File: config.mk
export PLATFORM = sky130hd
export DESIGN_NAME = cache_arbiter
export DESIGN_NICKNAME = d
export VERILOG_FILES = /design/src/rtl/cache_arbiter.sv
export SDC_FILE = /design/constraint.sdc
export NUM_CORES = 1
export LEC_CHECK = 0
export ABC_AREA = 1
export BUFFER_PORTS_ARGS = -buffer_cell sky130_fd_sc_hd__buf_4
export CAP_MARGIN = 20
export CORE_AREA = 4 4 534 536
export CTS_BUF_LIST = sky130_fd_sc_hd__clkbuf_8 sky130_fd_sc_hd__clkbuf_16
export CTS_CLUSTER_SIZE = 24
export DETAILED_ROUTE_END_ITERATION = 7
export DIE_AREA = 0 0 538 540
export PLACE_DENSITY_LB_ADDON = 0.12
export SETUP_SLACK_MARGIN = 0.02
export SKIP_CTS_REPAIR_TIMING = 1
export SLEW_MARGIN = 20
export SYNTH_ARGS = -nofsm -noshare
export SYNTH_HDL_FRONTEND = slang
export SYNTH_SLANG_ARGS = --single-unit
File: constraint.sdc
create_clock -name clk -period 1.8 [get_ports clk]
set_input_delay 0 -clock clk [delete_from_list [all_inputs] [get_ports clk]]
set_output_delay 0 -clock clk [all_outputs]
set_load 0.02 [all_outputs]
File: src/rtl/cache_arbiter.sv
// cache_arbiter: shares one 256-bit physical-memory port between the I-cache
// and the D-cache. One line transaction at a time, round-robin on conflict,
// request fields latched at grant so memory sees a stable command.
module cache_arbiter (
    input  logic         clk,
    input  logic         rst,
    // I-cache side
    input  logic         i_pmem_read,
    input  logic [31:0]  i_pmem_address,
    output logic [255:0] i_pmem_rdata,
    output logic         i_pmem_resp,
    // D-cache side
    input  logic         d_pmem_read,
    input  logic         d_pmem_write,
    input  logic [31:0]  d_pmem_address,
    input  logic [255:0] d_pmem_wdata,
    output logic [255:0] d_pmem_rdata,
    output logic         d_pmem_resp,
    // Memory side
    output logic         pmem_read,
    output logic         pmem_write,
    output logic [31:0]  pmem_address,
    output logic [255:0] pmem_wdata,
    input  logic [255:0] pmem_rdata,
    input  logic         pmem_resp
);

    typedef enum logic [1:0] {
        IDLE    = 2'd0,
        SERVE_I = 2'd1,
        SERVE_D = 2'd2
    } state_t;

    state_t         state_q, state_d;
    logic           last_d_q, last_d_d;     // 1: D got the most recent grant
    logic           block_i_q, block_i_d;   // I just completed; skip it this IDLE cycle
    logic           block_d_q, block_d_d;   // D just completed; skip it this IDLE cycle
    logic [31:0]    addr_q, addr_d;
    logic [255:0]   wdata_q, wdata_d;
    logic           cmd_wr_q, cmd_wr_d;     // 1: write-back, 0: line read
    logic           elig_i, elig_d;
    logic           grant_i, grant_d;

    // Read data is shared; each cache only looks at it while its resp is high.
    assign i_pmem_rdata = pmem_rdata;
    assign d_pmem_rdata = pmem_rdata;
    assign pmem_address = addr_q;
    assign pmem_wdata   = wdata_q;

    // Arbitration, grant latching and response forwarding.
    always_comb begin
        state_d     = state_q;
        last_d_d    = last_d_q;
        block_i_d   = 1'b0;
        block_d_d   = 1'b0;
        addr_d      = addr_q;
        wdata_d     = wdata_q;
        cmd_wr_d    = cmd_wr_q;
        pmem_read   = 1'b0;
        pmem_write  = 1'b0;
        i_pmem_resp = 1'b0;
        d_pmem_resp = 1'b0;
        grant_i     = 1'b0;
        grant_d     = 1'b0;
        elig_i      = i_pmem_read & ~block_i_q;
        elig_d      = (d_pmem_read | d_pmem_write) & ~block_d_q;

        case (state_q)
            IDLE: begin
                // On conflict the side that did not win last time goes first.
                if (elig_i && elig_d) begin
                    grant_d = ~last_d_q;
                    grant_i = last_d_q;
                end else begin
                    grant_i = elig_i;
                    grant_d = elig_d;
                end

                if (grant_i) begin
                    addr_d   = i_pmem_address;
                    cmd_wr_d = 1'b0;
                    last_d_d = 1'b0;
                    state_d  = SERVE_I;
                end else if (grant_d) begin
                    addr_d   = d_pmem_address;
                    wdata_d  = d_pmem_wdata;
                    // read+write together is illegal; write wins so dirty data is not lost
                    cmd_wr_d = d_pmem_write;
                    last_d_d = 1'b1;
                    state_d  = SERVE_D;
                end
            end

            SERVE_I: begin
                pmem_read   = ~cmd_wr_q;
                pmem_write  = cmd_wr_q;
                i_pmem_resp = pmem_resp;
                if (pmem_resp) begin
                    block_i_d = 1'b1;
                    state_d   = IDLE;
                end
            end

            SERVE_D: begin
                pmem_read   = ~cmd_wr_q;
                pmem_write  = cmd_wr_q;
                d_pmem_resp = pmem_resp;
                if (pmem_resp) begin
                    block_d_d = 1'b1;
                    state_d   = IDLE;
                end
            end

            default: begin
                state_d = IDLE;
            end
        endcase
    end

    // State and latched request registers; reset abandons any in-flight transaction.
    always_ff @(posedge clk) begin
        if (rst) begin
            state_q   <= IDLE;
            last_d_q  <= 1'b0;
            block_i_q <= 1'b0;
            block_d_q <= 1'b0;
            addr_q    <= '0;
            wdata_q   <= '0;
            cmd_wr_q  <= 1'b0;
        end else begin
            state_q   <= state_d;
            last_d_q  <= last_d_d;
            block_i_q <= block_i_d;
            block_d_q <= block_d_d;
            addr_q    <= addr_d;
            wdata_q   <= wdata_d;
            cmd_wr_q  <= cmd_wr_d;
        end
    end

endmodule

==> results of run 1 <==
synth_stat cells:
library cell,count,share of area [%]
inv_1,555,12
buf_1,19,0.40
inv_2,4,0.084
clkbuf_1,62,1.3
nor2_1,4,0.084
buf_2,63,1.8
nand2_1,332,7.0
dfxtp_1,294,33
o21ai_2,1,0.049
or2_2,1,0.035
buf_6,23,1.4
buf_4,513,21
ha_1,3,0.21
a21oi_2,100,4.9
nor2_4,1,0.063
nand3_1,35,0.98
a21oi_1,161,4.5
nand2_2,2,0.070
nand3_2,1,0.056
nand4_1,321,11
metal layers:
metal / GRT usage, % / up-vias
li1: - / 8151
met1: 10.11 / 7926
met2: 14.62 / 880
met3: 6.402 / 424
met4: 4.222 / 10
met5: 0.3498 / -
cell families after synthesis:
kind of cell | after synthesis | synth area share [%]
AND/OR/NAND/NOR | 697 | 19.44
AO/OA/AOI/OAI | 262 | 9.430
buffers and inverters | 1239 | 38.09
flip-flops | 294 | 32.83
adder cells (fa/ha/maj) | 3 | 0.2094
how the worst max path moves through the flow:
stage	startpoint	to	slack (ns)	cells after the start
2_1_floorplan	state_q[0]	pmem_wdata[123]	0.27	8
6_report	state_q[1]	pmem_read	0.09	5
5_1_grt	state_q[1]	pmem_read	-0.05	5
3_3_place_gp	block_i_q	pmem_wdata[102]	-0.18	7
3_5_place_dp	state_q[1]	pmem_wdata[253]	-0.10	7
4_1_cts	state_q[1]	pmem_read	-0.31	5
metrics by stage:
stage / setup WS [ns] / hold WS (ns)
after global routing: -0.04954 / 0.00004110
after CTS: -0.3146 / -0.4884
after global placement: -0.1767 / 0.0001996
final: 0.08671 / 0.000009718
after floorplan: 0.2709 / 0.1126
after detailed placement: -0.1041 / 0.0001996
critical path, delay by kind of cell (launching register included):
kind	cells	cell delay [ns]
AND/OR/NAND/NOR	1	0.15
adder cells (fa/ha/maj)	1	0.28
flip-flops	1	0.34
buffers and inverters	3	0.26
placed cells by master, fill, tap and decap left out, types with 10 or more instances in the layout:
cell / n
dfxtp_1: 292
clkinv_2: 11
buf_4: 678
nand3_1: 34
diode_2: 10
clkbuf_16: 53
inv_1: 557
nand2_1: 330
nand4_1: 321
buf_12: 41
a21oi_1: 161
a21oi_2: 100
dlygate4sd3_1: 326
cell type report:
class / instances / area, um2
inverters: 559 / 2111
repair buffers: 1052 / 9313
well taps: 3743 / 4683
clock buffers: 58 / 1373
fillers: 32740 / 251700
clock inverters: 34 / 456.7
diodes: 10 / 25.02
multi-input cells: 963 / 5289
flip-flops and latches: 294 / 5888
state kept, by name, summed over array words and instances (netlist names):
| register | flops |
|---|---|
| pmem_wdata | 256 |
| block_d_q | 1 |
| pmem_address | 32 |
| cmd_wr_q | 1 |
| last_d_q | 1 |
| state_q | 2 |
| block_i_q | 1 |
power breakdown:
group	internal [uW]	total (uW)	switching [uW]
Combinational	4890	13100	8230
Sequential	7870	8740	867
Clock	6760	11100	4330
==> impl_results.md, run 1 <==
- Setup Skew: 0.03017 ns
- Fmax: 583.7 MHz
- Sequence of cells on the critical path: inv_2 > ha_4 > inv_4 > nor2_4 > buf_6
- Final Setup Violations: 0
- Setup Crit Path Kind: reg2out
- Unrepaired setup endpoints after global routing: yes
- Crit-path slowest cell: dfxtp_2
- Share of cells above drive strength 1: approximately a third
- RR Startpoint: state_q[1]
- WHS Endpoint: d_pmem_rdata[207]
- Top Metal Used: met5
- Cell area after layout: just under 30,000 um2
- CTS tree: built
- GR Util All Layers: a little under a tenth
- Met2 WL post-DR: 62,970 um
- Syn_nets: 3,080
- P&R area growth vs syn: 62.55%
- Distinct cells, synth: 20
- Min Tclk post-route: 1.713 ns
- LEAKAGE: 0.01300 uW
- R2R Setup Slk: roughly 0.14 ns
- Power density cells: around 1100 nW/um2
- Largest net degree at the start of global routing: 50
- DR iter-0 viols: 690
- Worst r2r dst: pmem_wdata[37]
- Post-Route WL: about 150,000 um
- R2r worst-path depth: 7
- WL/cell: roughly 22 um
- Residual DRC: 0
- Syn_area_per_cell: 7.185 um2
- Hold path start: pmem_rdata[207]
- Post-synthesis sequential area ratio: around 33%
- Sinks on the clock net: about 300
- WL met1: around 56,000 um
- Synth warnings: 0
- Status: finished, final reports clean
- Critical path's largest stage delay: 0.34 ns
- Layout Nets: about 3,500
- Setup TNS: 0 ns
- Total Power: between 30,000 and 40,000 uW
- HPWL after DPL: ~120,000 um
- CP arrival: between 1.5 and 2 ns
- First-pass GRT wire length: about 180,000 um
- Final Core Density: between 10% and 20%
- Antenna-violating nets left: 0
- CTS root buffer: clkbuf_16
- Startpoint types: flop
- Max VDD drop: around 760 uV
- Gr ovfl total: 0
- MaxCap Viol Count: 0
- Period utilization: 95.18%
- Slew Limit Fails: 0
- Routability cong.: around 0.71
- CP endpoint kind: primary output
- Max clock buf depth: 3
- Via Count: ~17,000
- Die H: between 500 and 600 um
- Die area: between 200,000 and 300,000 um2
- Site Rows: 195
- #FFs+latches synth: ~300
- Placed inst area: about 24,000 um2
- Worst-path clk slew: 0.06 ns
- Worst Path Max Fanout: 3
- H-Tree Depth: 2
- WL met3: 20,800 um
- Ports: 1,386
- IO buf count: just over 600
- Initial antenna violation count: 40
- HP Class: in2out
- Via/cell ratio: roughly 2.6
- Mapped Area: approximately 18,000 um2
- Syn Inst Count: 2,495
- Placed insts: ~6,300
- CP required: ~1.8 ns
- Initial Util: between 6 and 7%
- Initial DRT Pass Iterations: 4
- CTS Buf Count: 51
- Rel. slew slack: between 60% and 70%
- Die Width: 538 um
- Vias in the first global route: around 17,000
- Worst-Margin Slew: approximately 0.46 ns
- Final Hold Viols: 0
- Core area: 280,800 um2
- Clk_lat worst skew: about 0.7 ns
- Hold path cells: 0
- Final std cells w/o fill: between 6,000 and 7,000
Note: power is estimated with default switching activity, not from simulation.
==> inputs of run 2 (changes only) <==
CTS_BUF_LIST = sky130_fd_sc_hd__clkbuf_4 sky130_fd_sc_hd__clkbuf_8   (was sky130_fd_sc_hd__clkbuf_8 sky130_fd_sc_hd__clkbuf_16)
==> run 2 against run 1 <==
Compared with the run above: the flow now finishes with violations (negative setup slack); total power fell by 2.7%; sequential share of layout area about the same; wire length increased by 0.70%; flip-flop and latch count is the same; design area grew 0.15%; via count up 1.9%; hold slack unchanged; first-iteration DRC count shrank 4.9%; clock power down 9%; largest cell class unchanged; clock skew grew 0.022 ns.
==> impl_results.md, run 2 (same netlist as run 1, synthesis figures left out) <==
- R2R Setup Slk: 0.16 ns (+0.02 ns)
- CTS tree: built
- Most frequent cells in the layout: buf_4 (679), inv_1 (549), dlygate4sd3_1 (334)
- Final Core Density: 10.39% (+0.015 points)
- CTS Buf Count: 83 (+63%)
- Max clock buf depth: 4 (+1)
- Initial Util: 6.383% (unchanged)
- Rel. slew slack: 68.22% (-1.3 points)
- Min Tclk post-route: 1.817 ns (+0.1038 ns)
- CP arrival: 1.82 ns (+0.11 ns)
- Filler Cells Inserted: 32,760 (+0.064%)
- Die Width: 538 um (unchanged)
- Antenna-violating nets left: 0 (unchanged)
- Startpoint types: flop
- P&R area growth vs syn: 62.78%
- Vias in the first global route: 17,830 (+1.9%)
- Power density cells: 1099 nW/um2 (-2.8%)
- Via/cell ratio: 2.614 (+0.90%)
- Setup Skew: 0.05216 ns (+0.02198 ns)
- CP required: 1.80 ns (about the same)
- Failing checks: negative setup slack
- Die H: 540 um (unchanged)
- LEAKAGE: 0.01306 uW (+0.41%)
- Via Count: 17,720 (+1.9%)
- Comb pwr share: 41.3% (+1.5 points)
- CP endpoint kind: primary output
- MaxCap Viol Count: 0 (unchanged)
- Unrepaired setup endpoints after global routing: yes
- Site Rows: 195 (unchanged)
- Largest net degree at the start of global routing: 50 (unchanged)
- Max VDD drop: 425.1 uV (-44%)
- Max FFs per register: 256 (unchanged)
- H-Tree Depth: 3 (+1)
- Sinks on the clock net: 294 (unchanged)
- Ports: 1,386 (unchanged)
- Worst setup margin: -0.01713 ns (-0.1038 ns)
- Final Setup Violations: 1 (+1)
- Initial DRT Pass Iterations: 4 (unchanged)
- Post-Route WL: 147,800 um (+0.70%)
- Slew Limit Fails: 0 (unchanged)
- Worst-Margin Slew: 0.4767 ns (+0.01890 ns)
- Residual DRC: 0 (unchanged)
- Status: finished with violations
- HP Class: in2out
- Final Hold Viols: 0 (unchanged)
- Switching share of total power: 42.03% (+1.3 points)
- Placed insts: 6,276 (unchanged)
- Layout Nets: 3,549 (+1.2%)
- Share of cells above drive strength 1: 33.01% (+1.5 points)
- Final std cells w/o fill: 6,777 (+0.95%)
- First-pass GRT wire length: 185,400 um (+0.55%)
- Internal power: 18,590 uW (-4.8%)
- Period utilization: 101.0% (+5.8 points)
- Worst Path Max Fanout: 3 (unchanged)
- Clk_lat worst skew: 0.84 ns (+0.14 ns)
- Clock network power share: 31.4% (-2.3 points)
- IO buf count: 617 (unchanged)
- Most common cell after layout, fill and taps aside: buf_4
- GR Util All Layers: 9.583% (+0.039 points)
- Fmax: 550.3 MHz (-5.7%)
- CTS root buffer: clkbuf_8
- Routability cong.: 0.7083 (unchanged)
- Core area: 280,800 um2 (unchanged)
- Initial antenna violation count: 40 (unchanged)
- DR iter-0 viols: 656 (-4.9%)
- Power share of the sequential group: 27.3% (+0.8 points)
- WL/cell: 21.81 um (-0.25%)
- Worst-path clk slew: 0.04 ns (-0.02 ns)
- Setup Crit Path Kind: reg2out
- Gr ovfl total: 0 (unchanged)
- Die area: 290,500 um2 (unchanged)
- Switching power total: 13,480 uW (+0.38%)
- HPWL after DPL: 120,700 um (unchanged)
## run 2: cell types whose count changed in the layout (fill, tap and decap cells not counted), sizes merged
cell,delta
buf,+2
diode,+1
inv,-8
clkbuf,+68
bufinv,-8
dlygate4sd3,+8
clkinv,-1
clkinvlp,+2
## run 2: per-stage QoR
| step | setup WS (ns) | total power [uW] | setup TNS (ns) | area (um2) | hold WS [ns] |
|---|---|---|---|---|---|
| 2_1_floorplan | 0.2709 | 16190 | 0 | 17930 | 0.1126 |
| 6_report | -0.01713 | 32060 | -0.01713 | 29180 | 0.000009718 |
| 3_3_place_gp | -0.1767 | 21780 | -28.45 | 23820 | 0.0001996 |
| 3_5_place_dp | -0.1041 | 21740 | -6.769 | 23820 | 0.0001996 |
| 4_1_cts | -0.4640 | 32570 | -6.453 | 25540 | -0.6769 |
| 5_1_grt | -0.1860 | 34730 | -0.4081 | 29170 | -0.005219 |
## run 2: final timing paths
path | from | end | cells past startpoint
min | pmem_rdata[207] | d_pmem_rdata[207] | 0
min reg2reg | pmem_wdata[113] | pmem_wdata[113] | 2
max reg2reg | block_i_q | pmem_wdata[91] | 9
max | state_q[1] | pmem_read | 5
## run 2: cell type report
cell class / instances / area [um2] / area share (%)
repair buffers: 1063 / 9452 / 32.39
clock buffers: 125 / 1589 / 5.445
inverters: 559 / 2116 / 7.251
clock inverters: 19 / 133.9 / 0.4588
flip-flops and latches: 294 / 5888 / 20.18
multi-input cells: 963 / 5291 / 18.13
well taps: 3743 / 4683 / 16.05
diodes: 11 / 27.53 / 0.09433
## run 2: power groups by stage
stage | clock [uW] | combinational, uW | sequential, uW
6_report | 10100 | 13300 | 8750
5_1_grt | 11000 | 14700 | 8960
4_1_cts | 10900 | 12900 | 8820
3_5_place_dp | 0 | 12800 | 8920
3_3_place_gp | 0 | 12800 | 8950
2_1_floorplan | 0 | 5940 | 10200
## run 2: critical path, stage by stage, from the launching register on
cell     delay [ns]
dfxtp_2        0.34
inv_2          0.05
ha_4           0.28
inv_4          0.04
nor2_4         0.15
buf_6          0.17
## run 2: routing by layer
metal	global-route usage [%]	vias to the layer above	wire length, um
li1	-	8249	-
met1	10.05	8051	55600
met2	14.55	947	63040
met3	6.402	462	21020
met4	4.833	6	7979
met5	0.3165	-	145
